## src/rtl/sdram_stream_reader.sv

```systemverilog
`default_nettype none
// ============================================================================
//  Module   : sdram_stream_reader
//  Purpose  : Sequential SDRAM read engine. On start it reads length_i
//             consecutive 16-bit words from base_addr_i through the host
//             interface of sdram_cntl. It keeps one read outstanding at a
//             time and buffers the words in a first-word-fall-through FIFO.
//             The FIFO drives a valid/ready stream.
//  Ports    : clk_i/rst_i           clock, synchronous active-high reset
//             start_i/base_addr_i/length_i/abort_i   transfer control
//             busy_o/done_o         transfer status
//             sdram_*               host interface of sdram_cntl
//             dout_o/dout_valid_o/dout_ready_i/fifo_level_o  output stream
//  Revision : 1.0  initial release
// ============================================================================
module sdram_stream_reader #(
  parameter int ADDR_W     = 24,
  parameter int DATA_W     = 16,
  parameter int LEN_W      = 24,
  parameter int FIFO_DEPTH = 16
) (
  input  logic                          clk_i,
  input  logic                          rst_i,
  input  logic                          start_i,
  input  logic [ADDR_W-1:0]             base_addr_i,
  input  logic [LEN_W-1:0]              length_i,
  input  logic                          abort_i,
  output logic                          busy_o,
  output logic                          done_o,
  output logic                          sdram_rd_o,
  output logic                          sdram_wr_o,
  output logic [ADDR_W-1:0]             sdram_addr_o,
  output logic [DATA_W-1:0]             sdram_wdata_o,
  input  logic                          sdram_done_i,
  input  logic [DATA_W-1:0]             sdram_rdata_i,
  input  logic                          sdram_rdpend_i,
  output logic [DATA_W-1:0]             dout_o,
  output logic                          dout_valid_o,
  input  logic                          dout_ready_i,
  output logic [$clog2(FIFO_DEPTH):0]   fifo_level_o
);

  localparam int PTR_W = $clog2(FIFO_DEPTH);
  localparam int LVL_W = PTR_W + 1;

  typedef enum logic [2:0] {
    S_IDLE  = 3'd0,
    S_REQ   = 3'd1,
    S_WAIT  = 3'd2,
    S_GAP   = 3'd3,
    S_DRAIN = 3'd4,
    S_ABORT = 3'd5
  } state_t;

  state_t              state_q, state_d;
  logic [ADDR_W-1:0]   addr_q, addr_d;
  logic [LEN_W-1:0]    rem_q, rem_d;
  logic                abort_pend_q, abort_pend_d;
  logic                done_q, done_d;
  logic [PTR_W-1:0]    wr_ptr_q, wr_ptr_d;
  logic [PTR_W-1:0]    rd_ptr_q, rd_ptr_d;
  logic [LVL_W-1:0]    level_q, level_d;
  logic [DATA_W-1:0]   mem_q [FIFO_DEPTH];

  logic rd;
  logic push;
  logic pop;
  logic flush;

  // Read-pending status from the controller is informational only.
  logic unused_rdpend;
  assign unused_rdpend = sdram_rdpend_i;

  // The FIFO is hidden during the flush cycle so that no word is handed out
  // after an abort has been accepted.
  assign dout_valid_o  = (level_q != '0) && (state_q != S_ABORT);
  assign pop           = dout_valid_o && dout_ready_i;
  assign dout_o        = dout_valid_o ? mem_q[rd_ptr_q] : '0;
  assign fifo_level_o  = level_q;
  assign busy_o        = (state_q != S_IDLE);
  assign done_o        = done_q;
  assign sdram_rd_o    = rd;
  assign sdram_wr_o    = 1'b0;
  assign sdram_addr_o  = addr_q;
  assign sdram_wdata_o = '0;

  always_comb begin
    state_d      = state_q;
    addr_d       = addr_q;
    rem_d        = rem_q;
    abort_pend_d = abort_pend_q;
    done_d       = 1'b0;
    rd           = 1'b0;
    push         = 1'b0;
    flush        = 1'b0;

    case (state_q)
      S_IDLE: begin
        if (start_i) begin
          addr_d = base_addr_i;
          rem_d  = length_i;
          if (length_i == '0) done_d  = 1'b1;
          else                state_d = S_REQ;
        end
      end
      S_REQ: begin
        // A read reserves a FIFO slot at issue. A pop in this same cycle
        // frees a slot, so a full FIFO with a pop may still issue.
        if (abort_i) begin
          state_d = S_ABORT;
        end else if ((level_q < LVL_W'(FIFO_DEPTH)) || pop) begin
          rd      = 1'b1;
          state_d = S_WAIT;
        end
      end
      S_WAIT: begin
        rd = 1'b1;
        if (sdram_done_i) begin
          if (abort_i || abort_pend_q) begin
            abort_pend_d = 1'b0;
            state_d      = S_ABORT;
          end else begin
            push    = 1'b1;
            addr_d  = addr_q + 1'b1;
            rem_d   = rem_q - 1'b1;
            state_d = S_GAP;
          end
        end else if (abort_i) begin
          // The controller cannot cancel a read, so rd stays high until it
          // completes. The word that arrives is then discarded.
          abort_pend_d = 1'b1;
        end
      end
      S_GAP: begin
        if (abort_i)           state_d = S_ABORT;
        else if (rem_q == '0)  state_d = S_DRAIN;
        else                   state_d = S_REQ;
      end
      S_DRAIN: begin
        if (abort_i) begin
          state_d = S_ABORT;
        end else if (level_q == '0) begin
          done_d  = 1'b1;
          state_d = S_IDLE;
        end
      end
      S_ABORT: begin
        flush   = 1'b1;
        done_d  = 1'b1;
        state_d = S_IDLE;
      end
      default: state_d = S_IDLE;
    endcase
  end

  always_comb begin
    wr_ptr_d = wr_ptr_q;
    rd_ptr_d = rd_ptr_q;
    level_d  = level_q;
    if (flush) begin
      wr_ptr_d = '0;
      rd_ptr_d = '0;
      level_d  = '0;
    end else begin
      if (push) wr_ptr_d = wr_ptr_q + 1'b1;
      if (pop)  rd_ptr_d = rd_ptr_q + 1'b1;
      case ({push, pop})
        2'b10:   level_d = level_q + 1'b1;
        2'b01:   level_d = level_q - 1'b1;
        default: level_d = level_q;
      endcase
    end
  end

  always_ff @(posedge clk_i) begin
    if (rst_i) begin
      state_q      <= S_IDLE;
      addr_q       <= '0;
      rem_q        <= '0;
      abort_pend_q <= 1'b0;
      done_q       <= 1'b0;
      wr_ptr_q     <= '0;
      rd_ptr_q     <= '0;
      level_q      <= '0;
    end else begin
      state_q      <= state_d;
      addr_q       <= addr_d;
      rem_q        <= rem_d;
      abort_pend_q <= abort_pend_d;
      done_q       <= done_d;
      wr_ptr_q     <= wr_ptr_d;
      rd_ptr_q     <= rd_ptr_d;
      level_q      <= level_d;
    end
  end

  // Storage needs no reset because the level counter gates visibility.
  always_ff @(posedge clk_i) begin
    if (push) mem_q[wr_ptr_q] <= sdram_rdata_i;
  end

endmodule
`default_nettype wire

```

## config.mk

```make
export PLATFORM = sky130hd
export DESIGN_NAME = sdram_stream_reader
export DESIGN_NICKNAME = d
export VERILOG_FILES = /design/src/rtl/sdram_stream_reader.sv
export SDC_FILE = /design/constraint.sdc
export NUM_CORES = 1
export LEC_CHECK = 0
export ABC_AREA = 1
export CORE_UTILIZATION = 30
export DETAILED_ROUTE_END_ITERATION = 16
export GPL_TIMING_DRIVEN = 1
export PLACE_DENSITY = 0.48
export SLEW_MARGIN = 20
export SYNTH_ARGS = -nofsm -noshare
export SYNTH_HDL_FRONTEND = slang
export SYNTH_SLANG_ARGS = --single-unit
export TNS_END_PERCENT = 50
```

## constraint.sdc

```tcl
create_clock -name clk_i -period 6.6 [get_ports clk_i]
set_input_delay 1.65 -clock clk_i [delete_from_list [all_inputs] [get_ports clk_i]]
set_output_delay 1.65 -clock clk_i [all_outputs]
set_load 0.05 [all_outputs]
```

==> impl_metrics.py, run 1 <==
metrics = {
    "route": {
        "wl_per_cell_um": 17.78,
        "routed-via-count": 11570,
        "drtPass1Iterations": 5,
        "drt_iter0_drc": 770,
        "routed_wl_um": 42650,
        "ant_nets": 0,
        "drc": 0,
        "viasPerCell": 4.824,
    },
    "die": {
        "dieArea_mm2": 0.05061,
        "fp.dieH_um": 225.0,
        "start_util_pct": 30.47,
        "core_mm2": 0.04895,
        "io_pins": 137,
        "die_x_um": 225.0,
        "row_count": 81,
    },
    "yosys": {
        "syn_inst": 1597,
        "synth_edf_count": 256,
        "ys_ff_latch": 326,
        "synth_area_leaders": "edfxtp_1 52%, dfxtp_1 9.4%, nand2_1 7.3%, o21ai_0 6.6%, nor2_1 6.5%",
        "syn_avg_cell_area_um2": 9.339,
        "synth_area_mm2": 0.01491,
        "yosys_warnings": 0,
        "async_reset_ff_share_pct": 0,
        "synth_cell_types": 37,
        "seq_area_frac_synth_pct": 60.94,
        "ys_dominant_reg_cell": "edfxtp_1",
        "yosysTopAreaCell": "edfxtp_1",
        "synth_top_area_share_pct": 51.54,
    },
    "worst_setup_path": {
        "worstPathRequired_ns": 4.95,
        "path_class": "register to primary output",
        "critPathMaxFanout": 56,
        "r2r_end": "fifo_level_o[4]",
        "end_kind": "primary output",
        "crit_arrival_ns": 3.75,
        "timing.rr.start": "fifo_level_o[1]",
        "reg2reg_depth": 18,
        "start_kind": "register",
        "r2r_slack_ns": 2.78,
    },
    "clocking": {
        "insertion_delay_ns": 0.56,
        "hold_buffers": 0,
        "clk_pin_slew_ns": 0.06,
        "cts_resized": 0,
        "cts_inserted_buffers": 39,
        "cts_num_sinks": 326,
        "cts_buffer_depth": 3,
        "cts-htree-levels": 2,
        "cts-root-buf": "clkbuf_16",
        "tritoncts": "done",
        "cts_setup_buffers": 0,
    },
    "place": {
        "dp_cells": 2328,
        "dp_hpwl_um": 25350,
        "place_area_mm2": 0.01682,
        "routabilityCongestion": 0.7876,
        "port_buffers": 118,
    },
    "timing": {
        "hold_violations": 0,
        "finalSetupViolCount": 0,
        "fin_crit_sh_pct": 81.76,
        "grt_setup_unrepaired": "no",
        "period_needed_ns": 5.396,
        "maxSlewViolCount": 0,
        "relSlewSlack_pct": 27.12,
        "fmaxAchievable_ghz": 0.1853,
        "fin_setup_tns_ns": 0,
        "worst_pin_slew_ns": 1.086,
        "skew_ns": 0.01710,
    },
    "global_route": {
        "grt_max_degree": 85,
        "grt_first_pass_wirelength_um": 65220,
        "grt_pass1_vias": 11030,
        "overflow": 0,
        "antenna_found_initial": 0,
        "grt.total_usage_pct": 16.94,
    },
    "final_layout": {
        "finalNonFillerCells": 2398,
        "final_net_count": 1786,
        "area.growth.synth_to_final_pct": 20.79,
        "drive_above_1_share_pct": 6.574,
        "design_area_mm2": 0.01801,
        "final_common_cell": "nand2_1",
        "insertedDiodeCount": 0,
        "fill_cells": 5015,
        "multiInputGateArea_mm2": 0.005082,
        "seq_area_mm2": 0.009094,
        "final_cell_mix": "288 x nand2_1, 256 x edfxtp_1, 241 x nor2_1, 197 x o21ai_0, 118 x clkdlybuf4s50_1",
    },
    "worst_hold_path": {
        "min_to": "rem_q[1]",
        "hp-class": "register to register",
        "min_from": "rem_q[1]",
        "hold_depth": 2,
    },
    "power_and_ir_drop": {
        "irDropWorstVdd_uv": 227.5,
        "total_power_mw": 6.658,
        "leakage_nw": 6.249,
        "power_density_mw_per_mm2": 369.6,
    },
    "status": {
        "status": "finished clean",
    },
    "job": {
        "drv_cap": 0,
    },
}
cell families after synthesis:
kind of cell             synth area share [%]
AND/OR/NAND/NOR                         18.31
AO/OA/AOI/OAI                           13.50
flip-flops                              60.94
buffers and inverters                   5.671
XOR/XNOR                               0.6460
adder cells (fa/ha/maj)                0.8389
other                                 0.02514
multiplexers                          0.06712
state kept, by name, indices dropped and copies added (netlist names), named ones only:
| register | count |
|---|---|
| mem_q | 256 |
| rem_q | 24 |
| sdram_addr_o | 24 |
| fifo_level_o | 5 |
| rd_ptr_q | 4 |
| wr_ptr_q | 4 |
| state_q | 3 |
| abort_pend_q | 1 |
| done_o | 1 |
final cells by class:
cell class | instances | share of cell area, %
Tap cell | 664 | 4.612
Clock inverter | 18 | 0.8473
Timing Repair Buffer | 147 | 7.834
Inverter | 106 | 2.216
Sequential cell | 326 | 50.48
Clock buffer | 52 | 5.799
Multi-Input combinational cell | 1085 | 28.21
per-stage QoR:
stage,hold slack [ns],utilization (%),setup slack [ns]
after global placement,0.4635,34.36,1.444
after floorplan,0.4468,-,2.025
after global routing,0.5115,36.80,1.065
final,0.4746,36.80,1.204
after CTS,0.4741,36.80,1.219
after detailed placement,0.4645,34.36,1.479
worst max path at each step:
stage	cells after the start	slack (ns)	endpoint	start
final	9	1.20	dout_o[4]	register
after global routing	8	1.06	dout_o[4]	register
after CTS	9	1.22	dout_o[4]	register
after detailed placement	5	1.48	sdram_rd_o	abort_i
after global placement	5	1.44	sdram_rd_o	abort_i
after floorplan	3	2.03	sdram_rd_o	abort_i
per-layer routing:
| layer | GRT usage [%] | up-vias | part of all wire [%] |
|---|---|---|---|
| met4 | 5.486 | 0 | 2.3 |
| li1 | - | 5688 | - |
| met1 | 22.57 | 5551 | 46 |
| met5 | 0 | - | 0 |
| met3 | 2.803 | 64 | 5.0 |
| met2 | 27.97 | 264 | 47 |
worst max-delay path, stage by stage (launching register included):
cell and delay, ns:
dfxtp_4 0.39, clkinv_2 0.48, buf_12 0.33, o21ai_0 0.12
o22ai_1 0.17, nand2_1 0.08, nand3_1 0.10, nand2_1 0.07
a21oi_1 0.43, clkdlybuf4s50_1 0.95
power by group:
| group | switching (mW) | internal (mW) |
|---|---|---|
| clock | 0.872 | 1.16 |
| combinational | 1.56 | 0.645 |
| sequential | 0.121 | 2.30 |
| total | 2.55 | 4.11 |
cell usage after synthesis, types with 2 or more instances:
master	count
nor2_1	257
xnor2_1	5
buf_4	18
or2_2	8
nand2_2	2
nor4_1	2
nand3b_1	6
o21a_1	7
nor3_1	5
edfxtp_1	256
buf_2	16
buf_1	7
dfxtp_1	70
a31oi_1	2
ha_1	10
nand4_1	10
nand3_1	90
o21ai_0	197
o221ai_1	15
xor2_1	6
clkbuf_1	55
o21ai_1	9
a21oi_1	107
o211ai_1	5
o22ai_1	29
nand2_1	289
inv_1	104
(Power assumes the default switching activity.)
==> inputs of run 2 (changes only) <==
clock period = 5.6 ns   (was 6.6 ns; I/O delays follow)
==> impl_metrics.py, run 2 (synthesis results as in run 1) <==
metrics = {
    "die": {
        "core_mm2": 0.04895,
        "fp.dieH_um": 225.0,
        "start_util_pct": 30.47,
        "dieArea_mm2": 0.05061,
        "row_count": 81,
        "die_x_um": 225.0,
        "io_pins": 137,
    },
    "power_and_ir_drop": {
        "intPower_mw": 4.959,
        "clkPwrFrac_pct": 31.2,
        "pwr-share-comb_pct": 32.5,
        "power.switching_mw": 2.940,
        "seqPwrFrac_pct": 36.3,
        "total_power_mw": 7.899,
        "irDropWorstVdd_uv": 243.3,
        "leakage_nw": 6.288,
        "swShare_pct": 37.22,
        "power_density_mw_per_mm2": 436.8,
    },
    "route": {
        "drt_iter0_drc": 656,
        "routed-via-count": 11460,
        "drc": 0,
        "ant_nets": 0,
        "drtPass1Iterations": 5,
        "viasPerCell": 4.772,
        "wl_per_cell_um": 17.57,
        "routed_wl_um": 42190,
    },
    "clocking": {
        "cts-htree-levels": 2,
        "cts_num_sinks": 326,
        "insertion_delay_ns": 0.55,
        "cts-root-buf": "clkbuf_16",
        "cts_setup_buffers": 0,
        "tritoncts": "done",
        "cts_inserted_buffers": 38,
        "cts_buffer_depth": 3,
        "hold_buffers": 0,
        "clk_pin_slew_ns": 0.06,
        "cts_resized": 0,
    },
    "final_layout": {
        "fill_cells": 4926,
        "area.growth.synth_to_final_pct": 21.26,
        "finalNonFillerCells": 2401,
        "final_core_util_pct": 36.95,
        "regMostFlops": "mem_q",
        "drive_above_1_share_pct": 6.567,
        "final_net_count": 1788,
        "design_area_mm2": 0.01808,
        "largest_reg_flops": 256,
        "final_common_cell": "nand2_1",
        "final_cell_mix": "288 x nand2_1, 256 x edfxtp_1, 241 x nor2_1, 197 x o21ai_0, 118 x clkdlybuf4s50_1",
    },
    "timing": {
        "fin_setup_tns_ns": 0,
        "skew_ns": 0.01565,
        "maxSlewViolCount": 0,
        "hold_slack_ns": 0.4814,
        "grt_setup_unrepaired": "no",
        "fmaxAchievable_ghz": 0.2033,
        "fin_crit_sh_pct": 87.83,
        "worst_pin_slew_ns": 0.9134,
        "hold_violations": 0,
        "timing.final.ws_setup_ns": 0.6815,
        "relSlewSlack_pct": 38.89,
        "period_needed_ns": 4.919,
        "finalSetupViolCount": 0,
    },
    "worst_setup_path": {
        "slowest_stage": "clkdlybuf4s50_1",
        "r2r_slack_ns": 2.00,
        "critPathMaxFanout": 38,
        "timing.rr.start": "fifo_level_o[0]",
        "slowest_delay_ns": 0.90,
        "reg2reg_depth": 18,
        "start_kind": "register",
        "crit_arrival_ns": 3.52,
        "crit_chain": "clkinv_2, buf_4, o21ai_0, o221ai_1, o21ai_0, a21oi_1, clkdlybuf4s50_1",
        "worstPathRequired_ns": 4.20,
        "path_class": "register to primary output",
        "end_kind": "primary output",
        "r2r_end": "fifo_level_o[4]",
        "cpMostUsedCell": "o21ai_0",
    },
    "job": {
        "drv_cap": 0,
    },
    "place": {
        "port_buffers": 118,
        "dp_hpwl_um": 25660,
        "place_area_mm2": 0.01685,
        "routabilityCongestion": 0.7958,
        "dp_cells": 2331,
        "place_worst_setup_slack_ns": 0.9569,
    },
    "global_route": {
        "grt_pass1_vias": 11240,
        "grt.total_usage_pct": 16.86,
        "antenna_found_initial": 0,
        "grt_first_pass_wirelength_um": 65060,
        "overflow": 0,
        "grt_max_degree": 75,
    },
    "worst_hold_path": {
        "min_to": "rem_q[1]",
        "hold_depth": 2,
        "min_from": "rem_q[1]",
        "hp-class": "register to register",
    },
    "status": {
        "status": "finished clean",
    },
}
## run 2: how the worst max path moves through the flow
| stage | start | to | slack (ns) | cells past startpoint |
|---|---|---|---|---|
| floorplan | abort_i | sdram_rd_o | 1.53 | 3 |
| global placement | abort_i | sdram_rd_o | 0.95 | 5 |
| detailed placement | abort_i | sdram_rd_o | 0.96 | 5 |
| CTS | register | dout_o[7] | 0.58 | 8 |
| global route | register | dout_o[1] | 0.40 | 8 |
| finish | register | dout_o[3] | 0.68 | 7 |
## run 2: area by class of cell
type	count	area [um2]	area share (%)
inverter	106	399.1	2.207
sequential	326	9094	50.28
tap	664	830.8	4.594
antenna	1	2.502	0.01384
clock buffer	52	1035	5.722
multi-input combinational	1085	5082	28.10
timing repair buffer	150	1446	7.998
clock inverter	17	195.2	1.079
## run 2: per-layer routing
| metal | up-vias | GRT usage (%) | wire, um |
|---|---|---|---|
| li1 | 5706 | - | - |
| met1 | 5440 | 22.05 | 19200 |
| met2 | 256 | 28.55 | 20230 |
| met3 | 56 | 3.377 | 2085 |
| met4 | 0 | 3.950 | 668 |
| met5 | - | 0 | 0 |
## run 2: critical path, delay by kind of cell, from the launching register on
| kind | cells | cell delay [ns] |
|---|---|---|
| buffers and inverters | 3 | 1.72 |
| flip-flops | 1 | 0.43 |
| AO/OA/AOI/OAI | 4 | 0.81 |
## run 2: power groups by stage
stage,clock network [mW],logic (mW),registers [mW]
2_1_floorplan,0,1.58,3.04
3_3_place_gp,0,2.58,2.92
3_5_place_dp,0,2.59,2.92
4_1_cts,2.53,2.60,2.87
5_1_grt,2.61,2.83,2.89
6_report,2.46,2.57,2.87
==> inputs of run 3 (changes only) <==
ABC_AREA = 0   (was 1)
==> impl_metrics.py, run 3 <==
metrics = {
    "status": {
        "status": "finished clean",
    },
    "timing": {
        "fmaxAchievable_ghz": 0.2049,
        "timing.final.ws_setup_ns": 0.7205,
        "skew_ns": 0.01786,
        "relSlewSlack_pct": 43.17,
        "fin_setup_tns_ns": 0,
        "period_needed_ns": 4.879,
        "grt_setup_unrepaired": "no",
        "fin_crit_sh_pct": 87.13,
        "finalSetupViolCount": 0,
        "maxSlewViolCount": 0,
        "hold_violations": 0,
        "worst_pin_slew_ns": 0.8447,
    },
    "die": {
        "io_pins": 137,
        "start_util_pct": 30.39,
        "row_count": 79,
        "fp.dieH_um": 218.9,
        "die_x_um": 218.9,
        "core_mm2": 0.04646,
        "dieArea_mm2": 0.04793,
    },
    "clocking": {
        "cts_inserted_buffers": 38,
        "clk_pin_slew_ns": 0.05,
        "cts_resized": 0,
        "cts_buffer_depth": 3,
        "cts_setup_buffers": 0,
        "hold_buffers": 0,
        "insertion_delay_ns": 0.56,
        "cts-htree-levels": 2,
        "cts_num_sinks": 326,
        "cts-root-buf": "clkbuf_16",
        "tritoncts": "done",
    },
    "route": {
        "routed-via-count": 8770,
        "drc": 0,
        "drt_iter0_drc": 650,
        "viasPerCell": 5.064,
        "wl_per_cell_um": 20.89,
        "drtPass1Iterations": 5,
        "routed_wl_um": 36190,
        "ant_nets": 0,
    },
    "global_route": {
        "antenna_found_initial": 1,
        "grt_max_degree": 67,
        "overflow": 0,
        "grt_first_pass_wirelength_um": 55050,
        "grt_pass1_vias": 8768,
        "grt.total_usage_pct": 15.42,
    },
    "place": {
        "port_buffers": 118,
        "dp_hpwl_um": 22180,
        "place_worst_setup_slack_ns": 0.7310,
        "place_area_mm2": 0.01612,
        "routabilityCongestion": 0.7598,
    },
    "power_and_ir_drop": {
        "power_density_mw_per_mm2": 333.7,
        "total_power_mw": 5.801,
        "leakage_nw": 5.499,
        "irDropWorstVdd_uv": 201.9,
    },
    "yosys": {
        "syn_inst": 965,
        "yosysTopAreaCell": "edfxtp_1",
        "synth_area_leaders": "edfxtp_1 54%, mux4_2 13%, dfxtp_1 9.9%, nor2_1 1.7%, a21oi_1 1.7%",
        "yosys_warnings": 0,
        "yosysMostFrequentCell": "edfxtp_1",
        "synth_top_area_share_pct": 54.46,
        "async_reset_ff_share_pct": 0,
        "synth_common_cells": "256 x edfxtp_1, 80 x mux4_2, 70 x dfxtp_1",
        "synth_area_mm2": 0.01412,
        "synth_cell_types": 69,
        "ys_ff_latch": 326,
        "seq_area_frac_synth_pct": 64.39,
        "ys_dominant_reg_cell": "edfxtp_1",
        "synth_edf_count": 256,
        "syn_avg_cell_area_um2": 14.63,
    },
    "worst_setup_path": {
        "path_class": "register to primary output",
        "r2r_slack_ns": 2.10,
        "worstPathRequired_ns": 4.20,
        "crit_arrival_ns": 3.48,
        "critPathMaxFanout": 21,
        "start_kind": "register",
        "end_kind": "primary output",
    },
    "final_layout": {
        "insertedDiodeCount": 0,
        "area.growth.synth_to_final_pct": 23.14,
        "design_area_mm2": 0.01738,
        "final_core_util_pct": 37.42,
        "regMostFlops": "mem_q",
        "final_common_cell": "edfxtp_1",
        "largest_reg_flops": 256,
        "final_cell_mix": "256 x edfxtp_1, 118 x clkdlybuf4s50_1, 80 x mux4_2, 68 x dfxtp_1, 62 x nand2_1",
        "final_net_count": 1176,
        "drive_above_1_share_pct": 19.11,
    },
    "worst_hold_path": {
        "hp-class": "register to register",
    },
    "job": {
        "drv_cap": 0,
    },
}
## run 3: cell count changes in the layout (fill, tap and decap cells not counted), moves of 14 or more
| cell | previous run | this run |
|---|---|---|
| nand2_1 | 288 | 62 |
| nor2_1 | 241 | 53 |
| o21ai_0 | 197 | 33 |
| inv_1 | 104 | 13 |
| mux4_2 | 0 | 80 |
| nand3_1 | 90 | 25 |
| a21oi_1 | 107 | 47 |
| o22ai_1 | 29 | 8 |
| and2_1 | 0 | 17 |
| o221ai_1 | 15 | 0 |
| nor4_1 | 2 | 16 |
## run 3: area by class of cell
class,count,area [um2]
clock buffers,48,1010
clock inverters,22,249.0
fillers,4443,29070
inverters,14,52.55
multi-input cells,560,4722
flip-flops and latches,326,9094
well taps,607,759.5
repair buffers,155,1496
## run 3: routing by layer
layer  wire length, um  global-route usage [%]  part of all wire [%]  vias to the layer above
met3              2462                   4.047                   6.8                       47
met4               658                   4.213                   1.8                        2
li1                  -                       -                     -                     4053
met1             15580                   20.32                    43                     4403
met2             17470                   24.98                    48                      265
met5                10                       0                 0.028                        -
## run 3: metrics by stage
step | hold slack (ns) | instances
floorplan | 0.4386 | 981
global placement | 0.4560 | 1662
detailed placement | 0.4656 | 1662
CTS | 0.4737 | 1732
global route | 0.5004 | 1732
finish | 0.4773 | 1732
## run 3: power by group
group	total (mW)	internal (mW)	switching [mW]
sequential	2.72	2.65	0.0647
combinational	0.580	0.215	0.365
clock	2.50	1.52	0.987
total	5.80	4.38	1.42
## run 3: kinds of logic after synthesis
kind of cell	count (synthesis)	synth area share [%]
AOI/OAI and AO/OA	178	8.607
xor gates and xnor gates	11	0.6826
adders and majority gates	10	0.8864
buffers and inverters	95	3.093
DFF	326	64.39
muxes	82	12.91
other	1	0.02657
and+or+nand+nor	262	9.413
## run 3: worst max-delay path: stages (launching register included)
cell	delay, ns
dfxtp_4	0.66
buf_4	0.32
mux4_2	0.55
mux4_2	0.51
and2_1	0.17
clkdlybuf4s50_1	0.70
## run 3: path summary, 6_finish.rpt
| kind | startpoint | endpoint | cells past startpoint |
|---|---|---|---|
| min reg2reg | rem_q[22] | rem_q[22] | 1 |
| min | rem_q[22] | rem_q[22] | 1 |
| max reg2reg | state_q[1] | fifo_level_o[4] | 12 |
| max | register | dout_o[11] | 5 |
